==> src/rtl/wb_dec_pkg.sv <==
// wb_dec_pkg: shared types and constants for the N-slave Wishbone decoder.
// Holds the FSM state encoding, the error-cause codes and a clog2 helper
// that is usable in parameter expressions.
package wb_dec_pkg;

   // Decoder FSM states (2-bit encoding, also visible on dbg_state_o)
   typedef enum logic [1:0] {
      IDLE = 2'd0,
      BUSY = 2'd1,
      ERR  = 2'd2
   } state_t;

   // Error causes reported by the optional capture registers
   localparam logic [1:0] ERR_NONE     = 2'b00;
   localparam logic [1:0] ERR_UNMAPPED = 2'b01;
   localparam logic [1:0] ERR_TIMEOUT  = 2'b10;

   // Ceiling log2; clog2(1) = 0
   function automatic int clog2(input int value);
      int res;
      int v;
      res = 0;
      v   = value - 1;
      while (v > 0) begin
         res = res + 1;
         v   = v >> 1;
      end
      return res;
   endfunction

endpackage

==> src/rtl/wb_timeout_cnt.sv <==
// wb_timeout_cnt: saturating watchdog counter for the decoder BUSY phase.
// i_clr has priority over i_en. o_expired flags the last allowed cycle
// (count == TIMEOUT-1) so the FSM can leave on the same edge.
module wb_timeout_cnt
   import wb_dec_pkg::*;
#(
   parameter int TIMEOUT = 255
) (
   input  logic clk,
   input  logic rst,
   input  logic i_clr,
   input  logic i_en,
   output logic o_expired
);

   localparam int CW = clog2(TIMEOUT + 1);
   localparam logic [CW-1:0] LAST = CW'(TIMEOUT - 1);
   localparam logic [CW-1:0] SAT  = CW'(TIMEOUT);

   logic [CW-1:0] r_cnt;

   // Count enabled cycles; stop at TIMEOUT instead of wrapping
   always_ff @(posedge clk or posedge rst) begin
      if (rst) begin
         r_cnt <= '0;
      end else if (i_clr) begin
         r_cnt <= '0;
      end else if (i_en && (r_cnt != SAT)) begin
         r_cnt <= r_cnt + CW'(1);
      end
   end

   assign o_expired = (r_cnt == LAST);

endmodule

==> src/rtl/wb_decoder_n.sv <==
// wb_decoder_n: single-master, NS-slave Wishbone classic interconnect.
// The top DEC_W address bits select a slave by tag (lowest index wins on
// overlap); the chosen index is latched for the whole transfer. Unmapped
// addresses and slaves that stay silent for TIMEOUT BUSY cycles get a
// one-cycle m_err_o.
// Optional build macro: WB_DEC_ERR_CAPTURE_EN adds err_adr_o/err_code_o.
//
// Handshake: a request is m_cyc_i & m_stb_i held by the master until it
// sees m_ack_o or m_err_o (never both); the selected slave completes with
// s_ack_i[idx], which is passed straight through while m_stb_i is high.
module wb_decoder_n
   import wb_dec_pkg::*;
#(
   parameter int               NS      = 4,
   parameter int               AW      = 32,
   parameter int               DW      = 32,
   parameter int               SW      = 4,
   parameter int               DEC_W   = 4,
   parameter logic [NS*DEC_W-1:0] BASE = {4'h3, 4'h2, 4'h1, 4'h0},
   parameter int               TIMEOUT = 255
) (
   input  logic             clk,
   input  logic             rst,
   input  logic [AW-1:0]    m_adr_i,
   input  logic [DW-1:0]    m_dat_i,
   output logic [DW-1:0]    m_dat_o,
   input  logic             m_we_i,
   input  logic [SW-1:0]    m_sel_i,
   input  logic             m_stb_i,
   input  logic             m_cyc_i,
   output logic             m_ack_o,
   output logic             m_err_o,
   output logic [AW-1:0]    s_adr_o,
   output logic [DW-1:0]    s_dat_o,
   output logic             s_we_o,
   output logic [SW-1:0]    s_sel_o,
   input  logic [NS*DW-1:0] s_dat_i,
   input  logic [NS-1:0]    s_ack_i,
   output logic [NS-1:0]    s_stb_o,
   output logic [NS-1:0]    s_cyc_o,
`ifdef WB_DEC_ERR_CAPTURE_EN
   output logic [AW-1:0]    err_adr_o,
   output logic [1:0]       err_code_o,
`endif
   output logic [1:0]       dbg_state_o
);

   localparam int IW = (NS > 1) ? clog2(NS) : 1;

   state_t        r_state;
   state_t        w_state_nxt;
   logic [IW-1:0] r_idx;
   logic [IW-1:0] w_dec_idx;
   logic          w_hit;
   logic          w_req;
   logic          w_ack;
   logic          w_expired;

   // Request/address path is shared by all slaves
   assign s_adr_o = m_adr_i;
   assign s_dat_o = m_dat_i;
   assign s_we_o  = m_we_i;
   assign s_sel_o = m_sel_i;

   assign w_req       = m_cyc_i & m_stb_i;
   assign w_ack       = s_ack_i[r_idx] & m_stb_i;
   assign dbg_state_o = r_state;

   // Tag match; scanning downward lets the lowest matching slave win
   always_comb begin
      w_hit     = 1'b0;
      w_dec_idx = '0;
      for (int k = NS - 1; k >= 0; k--) begin
         if (m_adr_i[AW-1 -: DEC_W] == BASE[k*DEC_W +: DEC_W]) begin
            w_hit     = 1'b1;
            w_dec_idx = IW'(k);
         end
      end
   end

   // Watchdog runs only while BUSY and no ack is seen
   wb_timeout_cnt #(
      .TIMEOUT (TIMEOUT)
   ) u_timeout (
      .clk       (clk),
      .rst       (rst),
      .i_clr     (r_state != BUSY),
      .i_en      ((r_state == BUSY) && !w_ack),
      .o_expired (w_expired)
   );

   // State register
   always_ff @(posedge clk or posedge rst) begin
      if (rst) begin
         r_state <= IDLE;
      end else begin
         r_state <= w_state_nxt;
      end
   end

   // Latch the decoded slave when a mapped request is accepted
   always_ff @(posedge clk or posedge rst) begin
      if (rst) begin
         r_idx <= '0;
      end else if ((r_state == IDLE) && w_req && w_hit) begin
         r_idx <= w_dec_idx;
      end
   end

   // Next state and all master/slave handshake outputs
   always_comb begin
      w_state_nxt = r_state;
      s_stb_o     = '0;
      s_cyc_o     = '0;
      m_ack_o     = 1'b0;
      m_err_o     = 1'b0;
      m_dat_o     = '0;
      case (r_state)
         IDLE: begin
            if (w_req) begin
               w_state_nxt = w_hit ? BUSY : ERR;
            end
         end
         BUSY: begin
            s_cyc_o[r_idx] = m_cyc_i;
            s_stb_o[r_idx] = m_stb_i;
            m_dat_o        = s_dat_i[r_idx*DW +: DW];
            m_ack_o        = w_ack;
            // Abort beats ack, and ack beats a simultaneous timeout
            if (!m_cyc_i) begin
               w_state_nxt = IDLE;
            end else if (w_ack) begin
               w_state_nxt = IDLE;
            end else if (w_expired) begin
               w_state_nxt = ERR;
            end
         end
         ERR: begin
            m_err_o     = 1'b1;
            w_state_nxt = IDLE;
         end
         default: begin
            w_state_nxt = IDLE;
         end
      endcase
   end

`ifdef WB_DEC_ERR_CAPTURE_EN
   logic [AW-1:0] r_err_adr;
   logic [1:0]    r_err_code;

   // Record address and cause on every entry to ERR
   always_ff @(posedge clk or posedge rst) begin
      if (rst) begin
         r_err_adr  <= '0;
         r_err_code <= ERR_NONE;
      end else if ((w_state_nxt == ERR) && (r_state != ERR)) begin
         r_err_adr  <= m_adr_i;
         r_err_code <= (r_state == BUSY) ? ERR_TIMEOUT : ERR_UNMAPPED;
      end
   end

   assign err_adr_o  = r_err_adr;
   assign err_code_o = r_err_code;
`endif

endmodule

==> config.mk <==
export PLATFORM = sky130hd
export DESIGN_NAME = wb_decoder_n
export DESIGN_NICKNAME = d
export VERILOG_FILES = /design/src/rtl/wb_dec_pkg.sv /design/src/rtl/wb_timeout_cnt.sv /design/src/rtl/wb_decoder_n.sv
export SDC_FILE = /design/constraint.sdc
export NUM_CORES = 1
export LEC_CHECK = 0
export ABC_AREA = 1
export CAP_MARGIN = 20
export CORE_AREA = 3 3 124 126
export CTS_BUF_LIST = sky130_fd_sc_hd__clkbuf_4 sky130_fd_sc_hd__clkbuf_8
export DETAILED_ROUTE_END_ITERATION = 10
export DIE_AREA = 0 0 127 129
export SYNTH_ARGS = -nofsm -noshare
export SYNTH_HDL_FRONTEND = slang
export SYNTH_HIERARCHICAL = 1
export SYNTH_SLANG_ARGS = --single-unit
==> constraint.sdc <==
create_clock -name clk -period 2.4 [get_ports clk]
set_input_delay 0.6 -clock clk [delete_from_list [all_inputs] [get_ports clk]]
set_output_delay 0.6 -clock clk [all_outputs]
set_load 0.02 [all_outputs]
## After elaboration in Yosys (flattened, before gate mapping)

Index checks and enable logic that the tools add are counted.

| operators by class | value |
|---|---|
| add/sub/neg operators | 1 |
| reduce and logical (&&, ||, !) cells | 10 |
| eq/ne operators | 10 |
| bitwise logic cells | 4 |
| muxes and demuxes | 25 |
| shift operators | 1 |
| magnitude comparators | 2 |

Operators with widths:

| cell | number |
|---|---|
| $shiftx A128 B8 Y32 | 1 |
| $mux W32 | 1 |
| $mux W2 | 9 |
| $mux W8 | 2 |
| $add A8 B1 Y8 const B | 1 |
| $and A4 B4 Y4 | 2 |
| $eq A4 B2 Y1 const B | 2 |
| $eq A8 B8 Y1 const B | 1 |
| $mux W1 | 8 |
| $mux W4 | 2 |
| $ne A8 B8 Y1 const B | 1 |
| $logic_and A1 B1 Y1 | 5 |
| $eq A4 B1 Y1 const B | 1 |
| $logic_not A4 Y1 | 1 |
| $ne A4 B3 Y1 const B | 1 |
| $pmux W2 S2 | 1 |
| $lt A2 B3 Y1 const B | 1 |
| $and A1 B1 Y1 | 2 |
| $bmux W1 S2 | 1 |
| $demux W1 S2 | 1 |
| $eq A2 B1 Y1 const B | 1 |
| $eq A2 B2 Y1 const B | 1 |
| $ge A2 B1 Y1 const B | 1 |
| $logic_not A2 Y1 | 1 |
| other kinds (5) | 5 |

| word-level totals | value |
|---|---|
| output and inout port bits | 113 |
| flip-flop bits (word level) | 12 |

## Depth between registers and ports, before layout

| depth | value |
|---|---|
| depth after elaboration | 8 |
| mapped depth | 12 |
| mapped depth without buffers | 11 |

## By module

The synthesis kept the hierarchy.

By module, submodules not included:

| module | cells an instance | area an instance (um^2) | times used |
|---|---|---|---|
| wb_decoder_n | 317 | 2,139.6 | 1 |
| wb_timeout_cnt | 77 | 534.3 | 1 |

## Worst setup path before layout

OpenSTA, ideal clock, no wires.

| timing | value |
|---|---|
| path kind | register to output |
| from | register r_state[0], in the netlist dbg_state_o[0] |
| to | output m_dat_o[14] |
| stages on the path, launching flop included | 4 |
| slack | 0.496 ns |
| data arrival time | 1.304 ns |
| path through | dfrtp_1 nand2_2 buf_2 a41oi_1 |

| between the ends | value |
|---|---|
| word-level cells in the longest chain between the ends | 2 |

RTL lines:

| what | line | source |
|---|---|---|
| start: declaration | wb_decoder_n.sv:50 | `state_t r_state;` |
| start signal: assignment | wb_decoder_n.sv:97 | `r_state <= w_state_nxt;` |
| $eq A2 B1 Y1 | wb_decoder_n.sv:118 | `case (r_state)` |
| $mux W32 | wb_decoder_n.sv:118 |  |
| end: declaration | wb_decoder_n.sv:26 | `output logic [DW-1:0] m_dat_o,` |

Every way passes these cells.

## Worst setup path in the final report

| timing | value |
|---|---|
| from | input s_dat_i[79] |
| to | output m_dat_o[15] |

| between the ends | value |
|---|---|
| word-level cells in the longest chain between the ends | 2 |

RTL lines:

| what | line | source |
|---|---|---|
| start: declaration | wb_decoder_n.sv:37 | `input logic [NS*DW-1:0] s_dat_i,` |
| $shiftx A128 B8 Y32 | wb_decoder_n.sv:127 | `m_dat_o = s_dat_i[r_idx*DW +: DW];` |
| $mux W32 | wb_decoder_n.sv:118 |  |

Every way passes these cells.

==> flow_summary.yaml <==
outcome:
  outcome: "complete, no violations"
die:
  die_h_um: 129
  dieArea_um2: 16380
  dieWidth_um: 127
  rows: 44
  core-area_um2: 14420
  io_pins: 318
  initial_core_util_pct: 18.54
drt:
  drt_wl_total_mm: 11.17
  vias: 3208
  ant_nets: 0
  drc: 0
  vias_per_cell: 4.676
  dr.pass1.iters: 4
  wl_per_cell_um: 16.28
  first_iter_violations: 220
global_route:
  antenna_found_initial: 0
  first_global_vias: 3252
  grt_start_max_net_pins: 45
  grt_overflow: 0
  grt_use_total_pct: 12.81
  grt_pass1_wl_mm: 17.07
critical_path:
  worst_ep_arrival_time_ps: 1740
  crit_fanout: 1
  start_kind: "input pin"
  cp_cell_sequence: "clkdlybuf4s50_1 > nand3_1 > a41oi_2 > clkdlybuf4s15_1"
  critPathBufInv: 2
  worst_ep_required_time_ps: 1800
  r2r_slack_ps: 410
  critPathTopFamily: "buffers and inverters"
  critPathCaptureType: "output pin"
  crit_type: "in2out"
  cpPeakStageDelay_ps: 510
  crit_slowest_cell: "clkdlybuf4s50_1"
final_layout:
  utilization_pct: 28.87
  syn_to_final_growth_pct: 55.73
  multi_input_area_um2: 1521
  drive_gt1_share_pct: 15.54
  antennaDiodeCount: 0
  ff_latch_area_um2: 302.8
  num-fill-cells: 1561
  num-nets-final: 710
synth:
  synth_area_leaders: "nand3_1 (25%), buf_4 (22%), dfrtp_1 (11%)"
  synthesis.area_um2: 2674
  synth_cell_type_count: 26
  synth.top_cell.area_share_pct: 25.46
  synth_commonest_cells: "nand3_1 (136), buf_4 (78), nand2_1 (46)"
  syn_inst: 394
  synth.most_common_cell: "nand3_1"
  syn_avg_cell_area_um2: 6.786
  synthArstFlopShare_pct: 100.0
  seq_area_frac_synth_pct: 11.23
  synthFlopType: "dfrtp_1"
  syn_nets: 601
  synth_edf_count: 0
  ys_ff_latch: 12
  synth_largest_area_cell: "nand3_1"
  ys_warn_count: 6
clock_network:
  cts-root-buf: "clkbuf_8"
  post_cts_buffers: 0
  clk_latency_ps: 240
  cts_made_buffers: 3
  h-tree-depth: 1
  cts_tree: "yes"
  clk_path_buf_depth: 2
  clkSlewWorstSetupHoldPaths_ps: 60
  clkSinkCount: 12
timing:
  relSlewSlack_pct: 74.50
  rsz0062_at_grt: "false"
  timing_hold_violations_final: 0
  fin_skew_ps: 1.020
  min_period_over_period_pct: 97.61
  max_freq_ghz: 0.4268
  period_needed_ps: 2343
  setup_viol: 0
  maxSlewViolCount: 0
  worst_pin_slew_ps: 382.5
place:
  place_congestion: 0.8263
  numPortBuffers: 187
  dpl.hpwl_mm: 8.908
power:
  total_power_w: 0.001566
  power.leakage_nw: 1.563
  ir_worst_vdd_mv: 0.2065
  powerDensity_nw_per_um2: 376.1
run:
  cap_violations: 0
hold_path:
  hold_path_class: "reg2reg"
==> placed cells by master (no fill, tap or decap), types with 7 or more instances in the layout <==
cell type        instances
a41oi_1                 16
a41oi_2                 16
buf_4                   12
clkbuf_2                17
clkdlybuf4s15_1          7
clkdlybuf4s50_1        146
dfrtp_1                 10
dlygate4sd2_1           13
inv_1                   13
nand2_1                 46
nand3_1                136
nor2_1                  24
==> cell type report <==
class                   instances  share of cell area (%)
multi-input cells             261                   36.54
repair buffers                206                   47.45
well taps                     184                   5.529
flip-flops and latches         12                   7.272
clock buffers                   4                   1.322
inverters                      19                   1.893
==> flip-flops by register name, indices dropped and copies added, names as in the netlist <==
register,flops
u_timeout/r_cnt,8
dbg_state_o,2
r_idx,2
==> worst paths after layout <==
path                                                 from                              to  cells after the start
setup / recovery                              s_dat_i[79]                     m_dat_o[15]                      4
setup reg to reg                     r_idx[0]$_DFFE_PP0P_  u_timeout/r_cnt[2]$_DFFE_PP0P_                     11
min in group asynchronous                             rst      dbg_state_o[0]$_DFFE_PP0P_                      2
hold reg to reg            u_timeout/r_cnt[6]$_DFFE_PP0P_  u_timeout/r_cnt[6]$_DFFE_PP0P_                      2
hold / removal             u_timeout/r_cnt[6]$_DFFE_PP0P_  u_timeout/r_cnt[6]$_DFFE_PP0P_                      2
max in group asynchronous                             rst  u_timeout/r_cnt[3]$_DFFE_PP0P_                      2
==> worst reg2reg max path: stages (launching register included) <==
cell and delay (ps):
dfrtp_2 450, buf_4 190, nand2_1 60, nand2_1 50, nand2_1 50, nand2_1 60
buf_4 130, a21oi_1 310, inv_1 90, a21oi_1 300, nand3_1 130, nand2_1 100
==> cell families after synthesis <==
| kind of cell | synth area share, % |
|---|---|
| buffers and inverters | 31.87 |
| xor gates and xnor gates | 0.6552 |
| AOI/OAI and AO/OA | 16.75 |
| DFF | 11.23 |
| adders and majority gates | 0.9357 |
| and+or+nand+nor | 38.56 |
==> power breakdown <==
| group | internal (W) | switching [W] |
|---|---|---|
| Combinational | 0.000497 | 0.000614 |
| Clock | 0.000145 | 0.0000761 |
| Sequential | 0.000215 | 0.0000195 |
==> per-stage QoR <==
step	cells	hold WS, ps	area, µm²	setup TNS (ps)	setup WS [ps]
finish	686	547.7	4164	0	57.25
global route	686	563.4	4164	0	0.7531
CTS	686	547.3	4240	0	4.360
detailed placement	682	531.5	4223	-8831	-339.0
global placement	682	511.8	4223	-8243	-317.2
floorplan	394	366.1	2674	0	496.3
==> per-layer routing <==
metal	global-route usage, %	up-vias	share of wire, %
met3	5.729	24	12
met2	22.14	187	47
met5	0	-	0
li1	-	1528	-
met4	3.407	0	2.2
met1	14.39	1469	39
==> timing repair <==
| item | CTS | global route |
|---|---|---|
| pin swaps | 0 | 0 |
| hold buffers | 0 | 0 |
| gates cloned | 0 | 0 |
| gates resized for setup | 51 | 50 |
| setup endpoints to repair | 41 | 28 |
Power figures use the tool's default switching activity.
